File: src/rtl/pu_types.sv
// Pu_types: processing-unit types shared by the GPR file and its write-side
// arbitration.
//   Reg_index     : GPR index (32 registers).
//   Word          : data word carried by the GPR file.
//   Gpr_write_req : register index plus data, one pending write.
//   idx_width()   : index width for an N-entry vector (never 0).
package Pu_types;

  localparam int REG_INDEX_W = 5;
  localparam int WORD_W      = 32;

  typedef logic [REG_INDEX_W-1:0] Reg_index;
  typedef logic [WORD_W-1:0]      Word;

  typedef struct packed {
    Reg_index sel;
    Word      data;
  } Gpr_write_req;

  function automatic int idx_width(input int n);
    return (n > 1) ? $clog2(n) : 1;
  endfunction

endpackage

File: src/rtl/gpr_file_if.sv
// Gpr_file_if: connects the processor to the GPR file.
//   Read side  : ra_sel/rb_sel (processor -> file), ra/rb (file -> processor).
//   Write side : wa_sel/wa_wr/wa and wb_sel/wb_wr/wb (processor -> file).
// The processor modport is shared by several processor blocks; each block
// drives only the fields it owns.
interface Gpr_file_if;
  import Pu_types::*;

  Reg_index ra_sel;
  Reg_index rb_sel;
  Word      ra;
  Word      rb;

  Reg_index wa_sel;
  logic     wa_wr;
  Word      wa;
  Reg_index wb_sel;
  logic     wb_wr;
  Word      wb;

  modport processor (
    output ra_sel, rb_sel,
    input  ra, rb,
    output wa_sel, wa_wr, wa,
    output wb_sel, wb_wr, wb
  );

  modport gpr_file (
    input  ra_sel, rb_sel,
    output ra, rb,
    input  wa_sel, wa_wr, wa,
    input  wb_sel, wb_wr, wb
  );

endinterface

File: src/rtl/rr_two_pick.sv
// rr_two_pick: combinational round-robin picker for two write ports.
//   valid_i    : requesters with a pending write.
//   sel_i      : target register per requester.
//   ptr_i      : highest-priority requester (must be < NUM_REQ).
//   grant_a_o  : one-hot port A grant (first valid requester from ptr_i).
//   grant_b_o  : one-hot port B grant (next valid requester with a different
//                target register than the port A winner).
//   last_idx_o : index of the last granted requester (0 when nothing granted).
module rr_two_pick
  import Pu_types::*;
#(
  parameter int NUM_REQ = 4,
  parameter int IDX_W   = 2
) (
  input  logic [NUM_REQ-1:0] valid_i,
  input  Reg_index           sel_i [NUM_REQ],
  input  logic [IDX_W-1:0]   ptr_i,
  output logic [NUM_REQ-1:0] grant_a_o,
  output logic [NUM_REQ-1:0] grant_b_o,
  output logic [IDX_W-1:0]   last_idx_o
);

  logic             found_a;
  logic             found_b;
  Reg_index         sel_a;
  logic [IDX_W:0]   idx_wide;
  logic [IDX_W-1:0] idx;

  always_comb begin
    grant_a_o  = '0;
    grant_b_o  = '0;
    last_idx_o = '0;
    found_a    = 1'b0;
    found_b    = 1'b0;
    sel_a      = '0;
    idx_wide   = '0;
    idx        = '0;
    for (int k = 0; k < NUM_REQ; k++) begin
      // One extra bit so ptr+k cannot overflow before the modulo wrap,
      // which also covers non-power-of-two requester counts.
      idx_wide = {1'b0, ptr_i} + (IDX_W+1)'(k);
      if (idx_wide >= (IDX_W+1)'(NUM_REQ)) begin
        idx_wide = idx_wide - (IDX_W+1)'(NUM_REQ);
      end
      idx = idx_wide[IDX_W-1:0];
      if (valid_i[idx]) begin
        if (!found_a) begin
          found_a        = 1'b1;
          sel_a          = sel_i[idx];
          grant_a_o[idx] = 1'b1;
          last_idx_o     = idx;
        end else if (!found_b && (sel_i[idx] != sel_a)) begin
          // Same-register requesters are skipped, not blocking: a later
          // requester with a different target can still take port B.
          found_b        = 1'b1;
          grant_b_o[idx] = 1'b1;
          last_idx_o     = idx;
        end
      end
    end
  end

endmodule

File: src/rtl/gpr_write_arbiter.sv
// gpr_write_arbiter: shares the two GPR write ports between NUM_REQ
// write-back requesters, up to two grants per cycle in round-robin order,
// never two writes to the same register in one cycle.
//   clk, reset : clock, asynchronous active-high reset.
//   hold       : suppresses all grants; requests stay pending.
//   req_valid  : per-requester write request.
//   req_sel    : per-requester target register.
//   req_data   : per-requester write data.
//   req_ready  : per-requester grant (combinational).
//   gpr        : GPR file interface; only the write fields are driven here,
//                one cycle after the grant.
module gpr_write_arbiter
  import Pu_types::*;
#(
  parameter int NUM_REQ = 4
) (
  input  logic               clk,
  input  logic               reset,
  input  logic               hold,
  input  logic [NUM_REQ-1:0] req_valid,
  input  Reg_index           req_sel [NUM_REQ],
  input  Word                req_data [NUM_REQ],
  output logic [NUM_REQ-1:0] req_ready,
  Gpr_file_if.processor      gpr
);

  localparam int IDX_W = idx_width(NUM_REQ);

  logic [NUM_REQ-1:0] pick_valid;
  logic [NUM_REQ-1:0] grant_a;
  logic [NUM_REQ-1:0] grant_b;
  logic [IDX_W-1:0]   last_idx;
  logic [IDX_W-1:0]   rr_ptr_q;
  logic [IDX_W-1:0]   rr_ptr_d;
  Gpr_write_req       req_pkt [NUM_REQ];
  Gpr_write_req       win_a;
  Gpr_write_req       win_b;
  Gpr_write_req       wa_q;
  Gpr_write_req       wb_q;
  logic               wa_wr_q;
  logic               wb_wr_q;

  // Masking the picker input (rather than its outputs) keeps grants, ready
  // and the pointer update consistently silent during hold and reset.
  assign pick_valid = req_valid & {NUM_REQ{~(hold | reset)}};

  rr_two_pick #(
    .NUM_REQ (NUM_REQ),
    .IDX_W   (IDX_W)
  ) u_pick (
    .valid_i    (pick_valid),
    .sel_i      (req_sel),
    .ptr_i      (rr_ptr_q),
    .grant_a_o  (grant_a),
    .grant_b_o  (grant_b),
    .last_idx_o (last_idx)
  );

  for (genvar gi = 0; gi < NUM_REQ; gi++) begin : g_req
    assign req_ready[gi] = grant_a[gi] | grant_b[gi];
    assign req_pkt[gi]   = {req_sel[gi], req_data[gi]};
  end

  // One-hot grants turn the port muxes into plain AND-OR trees.
  always_comb begin
    win_a = '0;
    win_b = '0;
    for (int i = 0; i < NUM_REQ; i++) begin
      if (grant_a[i]) win_a = win_a | req_pkt[i];
      if (grant_b[i]) win_b = win_b | req_pkt[i];
    end
  end

  // Port B never grants without port A, so any grant shows up on grant_a.
  always_comb begin
    rr_ptr_d = rr_ptr_q;
    if (|grant_a) begin
      rr_ptr_d = (last_idx == IDX_W'(NUM_REQ-1)) ? '0 : last_idx + IDX_W'(1);
    end
  end

  always_ff @(posedge clk or posedge reset) begin
    if (reset) begin
      rr_ptr_q <= '0;
      wa_wr_q  <= 1'b0;
      wb_wr_q  <= 1'b0;
      wa_q     <= '0;
      wb_q     <= '0;
    end else begin
      rr_ptr_q <= rr_ptr_d;
      wa_wr_q  <= |grant_a;
      wb_wr_q  <= |grant_b;
      // Index/data registers hold their last value while no write is issued.
      if (|grant_a) wa_q <= win_a;
      if (|grant_b) wb_q <= win_b;
    end
  end

  assign gpr.wa_wr  = wa_wr_q;
  assign gpr.wa_sel = wa_q.sel;
  assign gpr.wa     = wa_q.data;
  assign gpr.wb_wr  = wb_wr_q;
  assign gpr.wb_sel = wb_q.sel;
  assign gpr.wb     = wb_q.data;

endmodule

File: src/flat_wrapper.sv
// flat-port wrapper written by rule: the top's interface ports become plain ports
module gpr_write_arbiter_flat import Pu_types::*;
#(
  parameter int NUM_REQ = 4
)
  (clk, reset, hold, req_valid, req_sel, req_data, req_ready, gpr_ra_sel, gpr_rb_sel, gpr_ra, gpr_rb, gpr_wa_sel, gpr_wa_wr, gpr_wa, gpr_wb_sel, gpr_wb_wr, gpr_wb);
  Gpr_file_if gpr_i ();
  input  logic clk;
  input  logic reset;
  input  logic hold;
  input  logic [NUM_REQ-1:0] req_valid;
  input  Reg_index req_sel[NUM_REQ];
  input  Word req_data[NUM_REQ];
  output logic [NUM_REQ-1:0] req_ready;
  output wire logic [$bits(gpr_i.ra_sel)-1:0] gpr_ra_sel;
  output wire logic [$bits(gpr_i.rb_sel)-1:0] gpr_rb_sel;
  input wire logic [$bits(gpr_i.ra)-1:0] gpr_ra;
  input wire logic [$bits(gpr_i.rb)-1:0] gpr_rb;
  output wire logic [$bits(gpr_i.wa_sel)-1:0] gpr_wa_sel;
  output wire logic [$bits(gpr_i.wa_wr)-1:0] gpr_wa_wr;
  output wire logic [$bits(gpr_i.wa)-1:0] gpr_wa;
  output wire logic [$bits(gpr_i.wb_sel)-1:0] gpr_wb_sel;
  output wire logic [$bits(gpr_i.wb_wr)-1:0] gpr_wb_wr;
  output wire logic [$bits(gpr_i.wb)-1:0] gpr_wb;
  assign gpr_ra_sel = gpr_i.ra_sel;
  assign gpr_rb_sel = gpr_i.rb_sel;
  assign gpr_i.ra = gpr_ra;
  assign gpr_i.rb = gpr_rb;
  assign gpr_wa_sel = gpr_i.wa_sel;
  assign gpr_wa_wr = gpr_i.wa_wr;
  assign gpr_wa = gpr_i.wa;
  assign gpr_wb_sel = gpr_i.wb_sel;
  assign gpr_wb_wr = gpr_i.wb_wr;
  assign gpr_wb = gpr_i.wb;
  gpr_write_arbiter #(.NUM_REQ(NUM_REQ)) u_core (.clk(clk), .reset(reset), .hold(hold), .req_valid(req_valid), .req_sel(req_sel), .req_data(req_data), .req_ready(req_ready), .gpr(gpr_i));
endmodule
File: config.mk
export PLATFORM = sky130hd
export DESIGN_NAME = gpr_write_arbiter_flat
export DESIGN_NICKNAME = d
export VERILOG_FILES = /design/src/rtl/pu_types.sv /design/src/rtl/gpr_file_if.sv /design/src/rtl/rr_two_pick.sv /design/src/rtl/gpr_write_arbiter.sv /design/src/flat_wrapper.sv
export SDC_FILE = /design/constraint.sdc
export NUM_CORES = 1
export LEC_CHECK = 0
export CORE_AREA = 2 2 118 120
export DETAILED_ROUTE_END_ITERATION = 10
export DIE_AREA = 0 0 120 122
export DONT_BUFFER_PORTS = 1
export PLACE_DENSITY = 0.78
export REMOVE_ABC_BUFFERS = 1
export SYNTH_ARGS = -nofsm -noshare
export SYNTH_HDL_FRONTEND = slang
export SYNTH_SLANG_ARGS = --single-unit
export TNS_END_PERCENT = 5
File: constraint.sdc
create_clock -name clk -period 4.06 [get_ports clk]
set_input_delay 0.609 -clock clk [delete_from_list [all_inputs] [get_ports clk]]
set_output_delay 0.609 -clock clk [all_outputs]
set_load 0.02 [all_outputs]
Yosys cells after proc, flatten, opt, wreduce, memory -nomap -nowiden
Index checks and enable logic that the tools add are counted.
- register bits after elaboration: 78
- input port bits: 219
- output and inout port bits: 90
- logic and storage cells: 148
- add/subtract/negate cells: 8
- order comparisons: 16
- equal/unequal tests: 4
- muxes and demuxes: 81
- bitwise gates (word level): 22
- reductions and logical operators: 10
- operators by type and width (cell ; number):
    $mux 37 ; 8
    $or 37x37->37 ; 6
    $mux 5 ; 13
    $mux 4 ; 16
    $bmux 5 s2 ; 4
    $mux 2 ; 15
    $ge 3x3->1 const B ; 7
    $or 4x4->4 ; 5
    $mux 1 ; 17
    $ne 5x5->1 ; 3
    $lt 2x3->1 const B ; 4
    $not 2->3 ; 4
    $bmux 1 s2 ; 4
    $demux 1 s2 ; 4
    $ge 2x1->1 const B ; 4
    $reduce_or 4->1 ; 2
    $sub 2x1->2 const B ; 4
    $add 2x2->3 const B ; 2
    $logic_and 1x1->1 ; 6
    $or 1x1->1 ; 5
    $and 4x4->4 ; 1
    $add 2x1->3 const B ; 1
    $ge 2x3->1 const B ; 1
    $add 2x1->2 const B ; 1
    3 further kinds ; 4

Logic depth before layout (Yosys ltp)
Gate-level depths: netlist (run 1).
- word-level depth: 28
- mapped depth: 19
- mapped depth without buffers: 13

Modules after synthesis
From an unflattened synthesis (run 1), not the netlist that was laid out.
- cells, all modules: 632
- area total of the unflattened synthesis: 5997.0 um^2
- modules (own cells, without submodules) (module ; times used ; cells an instance ; area an instance (um^2) ; sequential area each (um^2)):
    gpr_write_arbiter ; 1 ; 450 ; 4214.0 ; 1951.9
    rr_two_pick ; 1 ; 182 ; 1783.0 ; 0.0

Worst setup path before layout (run 1)
OpenSTA, ideal clock, no wires.
- kind: register to output
- from: register u_core.rr_ptr_q[0]
- to: output port req_ready[0]
- data arrival time: 3.881 ns
- data required time: 3.451 ns
- path slack: -0.430 ns
- stages on the path, launching flop included: 18
- buffers on the path: 7
- cells stage by stage: dfrtp_1 -> buf_6 -> inv_2 -> ha_1 -> buf_2 -> or3_1 -> o22ai_2 -> buf_6 -> buf_6 -> nand3_1 -> nand3b_1 -> o2111ai_2 -> o21ba_1 -> or4_1 -> clkbuf_1 -> buf_2 -> buf_2 -> o21ai_0
- cells in the longest elaborated chain, start to end: 22
- elaborated cells between the ends (all ways): 102
- classes of those cells: add/sub (7); order compare (12); eq/ne (3); mux (62); bitwise (10); reduce/logical (8)
- RTL lines (item ; RTL line ; RTL):
    start: declaration ; gpr_write_arbiter.sv:33 ; logic [IDX_W-1:0] rr_ptr_q;
    start signal: assignment ; gpr_write_arbiter.sv:90 ; rr_ptr_q <= rr_ptr_d;
    $add 2x1->3, or another cell as far along ; rr_two_pick.sv:41 ; idx_wide = {1'b0, ptr_i} + (IDX_W+1)'(k);
    $ge 3x3->1, or another cell as far along ; rr_two_pick.sv:42 ; if (idx_wide >= (IDX_W+1)'(NUM_REQ)) begin
    $mux 2 or $not 2->3 (tied branches) ; - ;
    $not 2->3 (implied by the code) or $bmux 5 s2 (tied branches) ; - ;
    $bmux 5 s2 or $mux 5 (tied branches) ; - ;
    $mux 5 (on tied branches) ; - ;
    $mux 5 (on tied branches) ; rr_two_pick.sv:49, rr_two_pick.sv:52, rr_two_pick.sv:46 ;
    $ne 5x5->1 ; rr_two_pick.sv:52 ; end else if (!found_b && (sel_i[idx] != sel_a)) begin
    (+6 left out) ; - ;
    $mux 1 ; rr_two_pick.sv:47 ; if (!found_a) begin
    $mux 1 ; rr_two_pick.sv:46 ; if (valid_i[idx]) begin
    $logic_not 1->1 ; rr_two_pick.sv:52 ;
    $logic_and 1x1->1 ; rr_two_pick.sv:52 ;
    $mux 4 ; rr_two_pick.sv:52 ;
    $mux 4 ; rr_two_pick.sv:47 ;
    $mux 4 ; rr_two_pick.sv:46 ;
    $or 1x1->1 (*) ; gpr_write_arbiter.sv:60 ; assign req_ready[gi] = grant_a[gi] | grant_b[gi];
    end: declaration ; flat_wrapper.sv:14 ; output logic [NUM_REQ-1:0] req_ready;
Every way passes the cells marked *; elsewhere a longest branch is shown, timed or not. The select of a mux whose other input is x is not followed.

Final worst setup path (run 1)
- from: register u_core.rr_ptr_q[0]
- to: output port req_ready[1]
The elaborated chain is that of the path after synthesis.

==> impl_metrics.json, run 1 <==
{
  "status": "complete, but fails checks",
  "io_pins": 309,
  "r2r_slack_ns": 0.07,
  "fp.dieH_um": 122,
  "rr_endpoint": "u_core.gpr.wb[26]",
  "gp_congestion": 0.9832,
  "drt-initial-drc-count": 1367,
  "synth_most_common_cell": "a22oi_1",
  "ir_worst_vdd_v": 0.0005727,
  "synth.top_cells.by_count": "a22oi_1, nor2_1, dfrtp_1",
  "setup_tns_ns": -0.3608,
  "fin_skew_ns": 0.01032,
  "synth_area_leaders": "dfrtp_1, a22oi_1, mux4_2",
  "power.internal_mw": 3.920,
  "finalSetupViolCount": 4,
  "synthCells": 803,
  "power.density_nw_per_um2": 975.4,
  "pwr-share-clk_pct": 10.8,
  "syn_to_final_growth_pct": 17.30,
  "tightest_slew_ns": 0.9619,
  "grt_pass1_vias": 7935,
  "root_buffer": "clkbuf_16",
  "max_clock_freq_ghz": 0.2374,
  "r2r_cells": 17,
  "die-area_um2": 14640,
  "hold_viol": 0,
  "nets": 1056,
  "swShare_pct": 50.56,
  "violations": "DRC, setup timing",
  "worstPathMaxFanout": 14,
  "track_usage_pct": 36.50,
  "async_flop_share_pct": 100.0,
  "placed_area_um2": 7457,
  "yosysWarnings": 10,
  "grt-ovfl-total": 0,
  "cts_tree": "yes",
  "remaining_drc_errors": 1,
  "cp-start-kind": "flip-flop",
  "p_leak_nw": 3.175,
  "ys_ff_latch": 78,
  "clock_latency_ns": 0.34,
  "synth_area_per_cell_um2": 8.631,
  "antenna_found_initial": 0,
  "synth.top_cell.area_share_pct": 28.16,
  "comb_power_share_pct": 63.4,
  "end_kind": "output pin",
  "cts_buffers": 9,
  "hpwlAfterDp_mm": 19.27,
  "rsz0062_at_grt": "true",
  "postLayoutCoreUtil_pct": 60.20,
  "die_w_um": 120,
  "place.port_buffers": 0,
  "clkSlewWorstSetupHoldPaths_ns": 0.06,
  "p_seq_share_pct": 25.8,
  "fillers": 1149,
  "hold-worst-slack_ns": 0.3276,
  "grt_max_degree": 62,
  "drive_gt1_share_pct": 23.39,
  "worstReg2RegStart": "u_core.rr_ptr_q[0]",
  "period_share_pct": 103.8,
  "grt_pass1_wl_mm": 42.41,
  "p_sw_mw": 4.009,
  "hold_class": "primary input to asynchronous set/reset pin",
  "final_cells": 1018,
  "critical_path_arrival_ns": 3.60,
  "cts_hold_buffers": 0,
  "fin_crit_ns": 4.213,
  "start_util_pct": 51.32,
  "yosysTopAreaCell": "dfrtp_1",
  "cts_buffer_depth": 2,
  "h-tree-depth": 3,
  "cts.sinks": 78,
  "ys.flop_type": "dfrtp_1",
  "maxCapViolCount": 0,
  "ys_types": 71,
  "finalWirelength_mm": 28.31,
  "synth-seq-area-share_pct": 28.16,
  "crit_type": "flip-flop to output pin",
  "diodes": 0,
  "fin_ws_ns": -0.1532,
  "required_ns": 3.45,
  "maxSlewHeadroom_pct": 35.87,
  "num_vias": 8041,
  "placedCellCount": 985,
  "ant_nets": 0,
  "maxSlewViolCount": 0,
  "avgViaCountPerCell": 7.899,
  "fp-row-count": 43,
  "drt-wirelength-per-cell_um": 27.81,
  "dr.pass1.iters": 11,
  "synth_edf_count": 0,
  "design_area_um2": 8129,
  "core-area_um2": 13500,
  "synth_area_um2": 6930
}
## cells by family (layout without fill, tap and decap cells)
group                      Yosys count  count (layout)  share of synthesized area [%]
AOI/OAI and AO/OA                  331             331                          38.08
and+or+nand+nor                    197             197                          12.53
buffers and inverters              146             172                          10.29
DFF                                 78              78                          28.16
muxes                               37              37                          9.027
xor gates and xnor gates             9               9                          1.137
adders and majority gates            4               4                         0.7222
other                                1              10                        0.05411
## through the flow
step	total power, mW	worst slack [ns]
after floorplan	4.990	-5.666
after global placement	6.417	-0.1481
after detailed placement	6.602	-0.1566
after CTS	7.596	-0.1413
after global routing	8.311	-0.2251
final	7.929	-0.1532
## cell usage in the layout (no fill, tap or decap), types with 5 or more instances in the layout
| cell | count |
|---|---|
| a221oi_1 | 43 |
| a222oi_1 | 18 |
| a22oi_1 | 130 |
| a2bb2oi_1 | 5 |
| a31oi_1 | 38 |
| a32oi_1 | 33 |
| and3_1 | 5 |
| buf_4 | 94 |
| buf_6 | 5 |
| clkbuf_16 | 10 |
| conb_1 | 10 |
| dfrtp_1 | 78 |
| inv_1 | 47 |
| mux2_2 | 6 |
| mux2i_1 | 6 |
| mux4_2 | 19 |
| nand2_1 | 53 |
| nand2b_1 | 6 |
| nand3_1 | 7 |
| nor2_1 | 89 |
| nor2b_1 | 5 |
| nor3_1 | 5 |
| o21ai_4 | 5 |
| o2bb2ai_1 | 5 |
| xnor2_1 | 5 |
## layer usage
metal | up-vias | global-route usage [%] | routed length [um]
li1 | 3221 | - | -
met1 | 3782 | 41.12 | 8991
met2 | 835 | 59.69 | 13220
met3 | 203 | 12.64 | 4359
met4 | 0 | 22.13 | 1742
met5 | - | 0 | 0
## layout make-up
cell class	instances	area, um^2	share of cell area, %
multi-input cells	588	4579	56.33
well taps	180	225.2	2.771
repair buffers	104	867.1	10.67
clock inverters	5	56.30	0.6926
inverters	52	196.4	2.416
clock buffers	11	252.7	3.109
flip-flops and latches	78	1952	24.01
## repair_timing
item	4_1_cts	5_1_grt
pin swaps	14	13
endpoints found under the setup margin	46	61
resized for setup	20	23
gates cloned	0	1
hold endpoints to repair	0	0
setup buffers	9	7
## worst max-delay path by stage
stage	start	to	slack (ns)	cells after the start
after detailed placement	u_core.rr_ptr_q[0]	req_ready[1]	-0.16	12
after floorplan	u_core.rr_ptr_q[0]	u_core.gpr.wb_sel[0]	-5.67	12
after CTS	u_core.rr_ptr_q[0]	req_ready[1]	-0.14	11
after global placement	u_core.rr_ptr_q[0]	req_ready[1]	-0.15	13
after global routing	u_core.rr_ptr_q[0]	req_ready[1]	-0.23	13
final	u_core.rr_ptr_q[0]	req_ready[1]	-0.15	13
## power by group through the flow
stage | logic, mW | registers [mW] | clock network [mW]
after floorplan | 2.99 | 2.00 | 0
after global placement | 4.38 | 2.04 | 0
after detailed placement | 4.55 | 2.05 | 0
after CTS | 4.71 | 2.04 | 0.847
after global routing | 5.36 | 2.08 | 0.875
final | 5.03 | 2.05 | 0.853
## critical path, stage by stage (launching register included)
cell and delay (ns):
dfrtp_1 0.37, buf_4 0.17, buf_12 0.17, mux2i_2 0.33, o22ai_4 0.15, buf_6 0.16
buf_4 0.16, or2_2 0.32, nand2_1 0.19, o21ba_1 0.18, or4_4 0.59, o21bai_1 0.17
buf_4 0.13, or2_4 0.15
## registers in the layout (all words and copies together) (netlist names)
| signal | count |
|---|---|
| u_core.gpr.wb_sel | 5 |
| u_core.gpr.wa_sel | 5 |
| u_core.rr_ptr_q | 2 |
| u_core.gpr.wa | 32 |
| u_core.gpr.wa_wr | 1 |
| u_core.gpr.wb | 32 |
| u_core.gpr.wb_wr | 1 |
Power figures use the tool's default switching activity.
==> inputs of run 2 (changes only) <==
--- a/config.mk
+++ b/config.mk
@@ -5,12 +5,14 @@
 export SDC_FILE = /design/constraint.sdc
 export NUM_CORES = 1
 export LEC_CHECK = 0
-export CORE_AREA = 2 2 118 120
+export ABC_AREA = 1
+export CORE_AREA = 2 2 120 122
 export DETAILED_ROUTE_END_ITERATION = 10
-export DIE_AREA = 0 0 120 122
+export DIE_AREA = 0 0 122 124
 export DONT_BUFFER_PORTS = 1
-export PLACE_DENSITY = 0.78
+export PLACE_DENSITY = 0.71
 export REMOVE_ABC_BUFFERS = 1
+export SLEW_MARGIN = 20
 export SYNTH_ARGS = -nofsm -noshare
 export SYNTH_HDL_FRONTEND = slang
 export SYNTH_SLANG_ARGS = --single-unit
==> impl_metrics.json, run 2 <==
{
  "post-place-ws_ns": 0.5633,
  "core-area_um2": 13720,
  "ir_worst_vdd_v": 0.0003878,
  "cts_hold_buffers": 0,
  "period_share_pct": 90.40,
  "power.internal_mw": 3.675,
  "rsz0062_at_grt": "false",
  "start_util_pct": 46.18,
  "routed-wl-met3_mm": 2.430,
  "yosysTopAreaCell": "dfrtp_1",
  "die_w_um": 122,
  "cp_slowest_stage_delay_ns": 0.45,
  "gp_congestion": 0.8784,
  "h-tree-depth": 3,
  "max_clock_freq_ghz": 0.2725,
  "drt-wirelength-per-cell_um": 18.54,
  "final_cell_mix": "nand2_1, dfrtp_1, nand3_1",
  "place.port_buffers": 0,
  "drt-initial-drc-count": 499,
  "synth_edf_count": 0,
  "cp-start-kind": "flip-flop",
  "critical_path_arrival_ns": 3.06,
  "synth-seq-area-share_pct": 30.81,
  "remaining_drc_errors": 0,
  "grt_pass1_wl_mm": 31.50,
  "cts_buffers": 9,
  "fin_crit_ns": 3.670,
  "worstPathMaxFanout": 20,
  "clock_latency_ns": 0.35,
  "cts_tree": "yes",
  "cp.depth": 15,
  "design_area_um2": 6761,
  "async_flop_share_pct": 100.0,
  "nets": 1163,
  "clkSlewWorstSetupHoldPaths_ns": 0.07,
  "fin_skew_ns": 0.009146,
  "root_buffer": "clkbuf_16",
  "fp.dieH_um": 124,
  "antenna_found_initial": 0,
  "fillers": 1410,
  "ys_types": 42,
  "maxCapViolCount": 0,
  "cts_buffer_depth": 2,
  "grt-ovfl-total": 0,
  "highest_layer": "met4",
  "end_kind": "output pin",
  "required_ns": 3.45,
  "finalWirelength_mm": 20.85,
  "placed_area_um2": 6422,
  "comb_power_share_pct": 65.3,
  "final_common_cell": "nand2_1",
  "p_seq_share_pct": 24.4,
  "maxSlewViolCount": 0,
  "pwr-share-clk_pct": 10.3,
  "yosysWarnings": 10,
  "dr.pass1.iters": 5,
  "die-area_um2": 15130,
  "cts.sinks": 78,
  "maxSlewHeadroom_pct": 47.26,
  "synth.top_cells.by_count": "nand2_1, dfrtp_1, nand3_1",
  "swShare_pct": 55.76,
  "postLayoutCoreUtil_pct": 49.28,
  "num_vias": 6439,
  "route.met2.wl_mm": 10.02,
  "crit_type": "flip-flop to output pin",
  "avgViaCountPerCell": 5.724,
  "synthCells": 951,
  "hold_class": "primary input to asynchronous set/reset pin",
  "syn_to_final_growth_pct": 6.714,
  "fin_ws_ns": 0.3899,
  "grt_max_degree": 42,
  "crit_top_cell": "nand2_1",
  "power.density_nw_per_um2": 1228,
  "grt_pass1_vias": 5927,
  "diodes": 0,
  "synth_area_per_cell_um2": 6.663,
  "r2r_cells": 21,
  "p_sw_mw": 4.631,
  "ant_nets": 0,
  "drive_gt1_share_pct": 10.69,
  "wl_met1_mm": 7.920,
  "tightest_slew_ns": 0.7911,
  "synth_most_common_cell": "nand2_1",
  "hpwlAfterDp_mm": 15.10,
  "synth_area_leaders": "dfrtp_1, nand2_1, nand3_1",
  "ys_ff_latch": 78,
  "io_pins": 309,
  "hold-worst-slack_ns": 0.2431,
  "crit_family": "simple AND/OR/NAND/NOR gates",
  "critPathSlowestCell": "ha_2",
  "status": "finished, final reports clean",
  "hold_viol": 0,
  "p_leak_nw": 3.624,
  "finalSetupViolCount": 0,
  "synth_area_um2": 6336,
  "ys.flop_type": "dfrtp_1",
  "path_buf_inv": 3,
  "synth.top_cell.area_share_pct": 30.81,
  "track_usage_pct": 26.92,
  "path_cells": "inv_6 -> ha_2 -> buf_4 -> nand3_1 -> nand2_1 -> nand4_1 -> nand2_1 -> nand2_1 -> nor2_1 -> nand2_1 -> nand3_2 -> nand3_2 -> o22ai_1 -> inv_1 -> nand3_1",
  "fp-row-count": 43
}
## run 2: changes by cell type after synthesis, moves of 18 or more
cell / change
a32oi_1: -33
a31oi_1: -35
mux4_2: -19
a22o_1: +32
clkbuf_1: -34
nand3_1: +70
nand2_1: +407
a222oi_1: -18
nor2_1: -46
a22oi_1: -131
## run 2: power by group through the flow
stage / sequential, mW / combinational, mW / clock (mW)
CTS: 2.03 / 5.40 / 0.867
floorplan: 1.95 / 3.59 / 0
global placement: 2.04 / 5.29 / 0
finish: 2.03 / 5.43 / 0.853
global route: 2.07 / 6.11 / 0.907
detailed placement: 2.05 / 5.37 / 0
## run 2: timing repair
action,4_1_cts,5_1_grt
setup buffers,0,3
resized for setup,0,2
setup endpoints to repair,0,2
## run 2: layout make-up
type | instances | area (um^2) | area share (%)
flip-flops and latches | 78 | 1952 | 28.87
clock inverters | 7 | 86.33 | 1.277
inverters | 48 | 188.9 | 2.794
repair buffers | 32 | 265.3 | 3.923
well taps | 180 | 225.2 | 3.331
clock buffers | 9 | 225.2 | 3.331
multi-input cells | 771 | 3819 | 56.48
## run 2: worst reg2reg max path: stages, from the launching register on
cell and delay [ns]:
dfrtp_1 0.42, inv_6 0.17, ha_2 0.37, buf_4 0.19
o21ai_1 0.20, inv_1 0.06, nand2_1 0.10, nand2_1 0.07
nand2_1 0.06, nor2_1 0.05, nand2_1 0.10, nand3_2 0.16
nand2_2 0.13, nand2_2 0.08, nand2_4 0.09, nor2_8 0.05
nand2_4 0.09, nand2_2 0.20, nor2_4 0.18, buf_4 0.31
nand3_1 0.14, nand2_1 0.09
## run 2: final timing paths
path,start,to,slack (ns)
setup / recovery,u_core.rr_ptr_q[0],req_ready[3],0.39
hold / removal,reset,u_core.gpr.wa_sel[3],0.24
setup reg to reg,u_core.rr_ptr_q[0],u_core.gpr.wb[2],0.68
hold reg to reg,u_core.gpr.wa[19],u_core.gpr.wa[19],0.63
max in group asynchronous,reset,u_core.gpr.wa[2],2.84
min in group clk,req_data[41],u_core.gpr.wa[9],0.39
## run 2: logic make-up after synthesis
logic type,after synthesis,share of synthesized area (%)
AO/OA/AOI/OAI,124,14.61
XOR/XNOR,3,0.4148
adder cells (fa/ha/maj),4,0.7899
buffers and inverters,111,10.39
flip-flops,78,30.81
other,1,0.05918
AND/OR/NAND/NOR,630,42.93
## run 2: layer usage
metal	track usage, %	vias up
met2	44.66	330
met1	32.60	2981
met4	10.85	0
met5	0	-
li1	-	3091
met3	8.288	37
## run 2: through the flow
stage / instances / total power [mW] / setup TNS, ns
3_3_place_gp: 1106 / 7.330 / 0
6_report: 1125 / 8.306 / 0
3_5_place_dp: 1106 / 7.414 / 0
2_1_floorplan: 897 / 5.546 / -105.69
5_1_grt: 1125 / 9.095 / 0
4_1_cts: 1122 / 8.299 / 0
==> inputs of run 3 (changes only) <==
--- a/config.mk
+++ b/config.mk
@@ -6,12 +6,13 @@
 export NUM_CORES = 1
 export LEC_CHECK = 0
 export ABC_AREA = 1
-export CORE_AREA = 2 2 120 122
+export CORE_AREA = 2 2 119 121
 export DETAILED_ROUTE_END_ITERATION = 10
-export DIE_AREA = 0 0 122 124
+export DIE_AREA = 0 0 121 123
 export DONT_BUFFER_PORTS = 1
-export PLACE_DENSITY = 0.71
+export PLACE_DENSITY = 0.69
 export REMOVE_ABC_BUFFERS = 1
+export SKIP_LAST_GASP = 1
 export SLEW_MARGIN = 20
 export SYNTH_ARGS = -nofsm -noshare
 export SYNTH_HDL_FRONTEND = slang
==> constraint.sdc (replaced) <==
create_clock -name clk -period 3.55 [get_ports clk]
set_input_delay 0.5325 -clock clk [delete_from_list [all_inputs] [get_ports clk]]
set_output_delay 0.5325 -clock clk [all_outputs]
set_load 0.02 [all_outputs]
==> impl_metrics.json, run 3 (synthesis results as in run 2) <==
{
  "status": "finished, final reports clean",
  "power.density_nw_per_um2": 1402,
  "place.port_buffers": 0,
  "finalSetupViolCount": 0,
  "crit_top_cell": "nand3_2",
  "syn_to_final_growth_pct": 7.899,
  "end_kind": "output pin",
  "hold_viol": 0,
  "drt-initial-drc-count": 424,
  "fin_skew_ns": 0.007040,
  "die-area_um2": 14880,
  "fp-row-count": 43,
  "fin_ws_ns": 0.2062,
  "grt_pass1_wl_mm": 31.04,
  "grt_pass1_vias": 5888,
  "worstPathMaxFanout": 36,
  "post-place-ws_ns": 0.3205,
  "grt_util_met2_pct": 44.28,
  "setup_tns_ns": 0,
  "nets": 1161,
  "cp-start-kind": "flip-flop",
  "fin_crit_ns": 3.344,
  "clkSlewWorstSetupHoldPaths_ns": 0.06,
  "cts_hold_buffers": 0,
  "hold_class": "primary input to asynchronous set/reset pin",
  "path_buf_inv": 1,
  "cts_tree": "yes",
  "final_cells": 1123,
  "fp.dieH_um": 123,
  "placedCellCount": 1107,
  "crit_type": "flip-flop to output pin",
  "max_clock_freq_ghz": 0.2991,
  "maxCapViolCount": 0,
  "drt-wirelength-per-cell_um": 18.51,
  "die_w_um": 121,
  "avgViaCountPerCell": 5.663,
  "diodes": 0,
  "grt.busiest_layer": "met2",
  "ant_nets": 0,
  "hpwlAfterDp_mm": 14.83,
  "cts_buffer_depth": 2,
  "hold-worst-slack_ns": 0.1901,
  "root_buffer": "clkbuf_16",
  "period_share_pct": 94.19,
  "cts.sinks": 78,
  "core-area_um2": 13610,
  "ir_worst_vdd_v": 0.0006823,
  "start_util_pct": 46.55,
  "grt-ovfl-total": 0,
  "p_leak_nw": 3.656,
  "maxSlewHeadroom_pct": 51.68,
  "io_pins": 309,
  "h-tree-depth": 3,
  "drive_gt1_share_pct": 11.24,
  "num_vias": 6359,
  "critPathSlowestCell": "dfrtp_2",
  "use_met3_pct": 6.504,
  "cts_buffers": 9,
  "maxSlewViolCount": 0,
  "remaining_drc_errors": 0,
  "met1_usage_pct": 32.97,
  "final_common_cell": "nand2_1",
  "gp_congestion": 0.8777,
  "critical_path_arrival_ns": 2.81,
  "grt_max_degree": 54,
  "clock_latency_ns": 0.33,
  "final_cell_mix": "nand2_1, dfrtp_1, nand3_1",
  "tightest_slew_ns": 0.7248,
  "cp_slowest_stage_delay_ns": 0.45,
  "track_usage_pct": 26.58,
  "antenna_found_initial": 0,
  "finalWirelength_mm": 20.78,
  "dr.pass1.iters": 5,
  "crit_family": "simple AND/OR/NAND/NOR gates",
  "required_ns": 3.02,
  "rsz0062_at_grt": "true",
  "path_cells": "buf_12 -> nand3_2 -> nand3_2 -> nand2_4 -> nand2_2 -> nor2_8 -> nand2_1 -> nand3_1 -> nand2_1 -> a21oi_2 -> nand3_2 -> nand2_4 -> nor2_8 -> nand2_2 -> nand3_2",
  "cts_setup_buffers": 0
}
[run 3: cell types whose count changed in the layout (fill, tap and decap cells not counted), moves of 2 or more]
cell	change
buf_12	+3
nand2_2	+2
nand2_1	-2
nand3_1	-4
buf_4	-7
nand3_2	+3
[run 3: cell type report]
cell class	instances	area [um^2]
tap	180	225.2
timing repair buffer	30	299.0
clock buffer	9	225.2
inverter	48	192.7
clock inverter	7	80.08
multi-input combinational	771	3861
sequential	78	1953
fill	1390	6775
[run 3: final timing paths]
check                              startpoint                  to  slack, ns  cells after the start
max                        u_core.rr_ptr_q[0]        req_ready[0]       0.21                     15
min                                     reset  u_core.rr_ptr_q[1]       0.19                      1
max reg2reg                u_core.rr_ptr_q[0]   u_core.gpr.wb[22]       0.34                     20
min reg2reg                 u_core.gpr.wa[11]   u_core.gpr.wa[11]       0.63                      2
max in group asynchronous               reset   u_core.gpr.wb[19]       2.67                      2
min in group clk                  req_data[8]    u_core.gpr.wa[8]       0.32                      2
[run 3: worst reg2reg max path, cell delays in order, from the launching register on]
cell and delay (ns):
dfrtp_2 0.45, buf_12 0.18, nand3_2 0.11, nand3_2 0.16, nand2_4 0.23, nand2_2 0.15, nor2_8 0.23, nand2_1 0.10
nand3_1 0.08, nand2_1 0.09, a21oi_2 0.13, nand3_2 0.13, nand2_4 0.12, nor2_8 0.05, nand2_2 0.13, nand2_2 0.10
buf_4 0.21, nand2_1 0.08, nand2_1 0.05, nor2_1 0.22, nand2_1 0.10
[run 3: what timing repair did]
item / CTS / global route
setup endpoints to repair: 1 / 16
endpoints found under the hold margin: 0 / 0
resized for setup: 2 / 16
[run 3: per-layer routing]
layer  routed length, um  vias to the layer above  part of all wire [%]
li1                    -                     3089                     -
met5                   0                        -                     0
met4                 714                        0                   3.4
met3                1873                       45                   9.0
met1                8326                     2921                    40
met2                9869                      304                    47
[run 3: where the power goes]
part / internal [mW] / switching [mW]
logic: 2.26 / 4.04
registers: 1.43 / 0.903
clock network: 0.555 / 0.391
[run 3: per-stage QoR]
stage	instance area [um^2]	util, %	total power, mW
floorplan	5897	-	6.305
CTS	6766	49.71	9.521
finish	6837	50.23	9.588
detailed placement	6455	47.42	8.520
global placement	6455	47.42	8.417
global route	6837	50.23	10.41
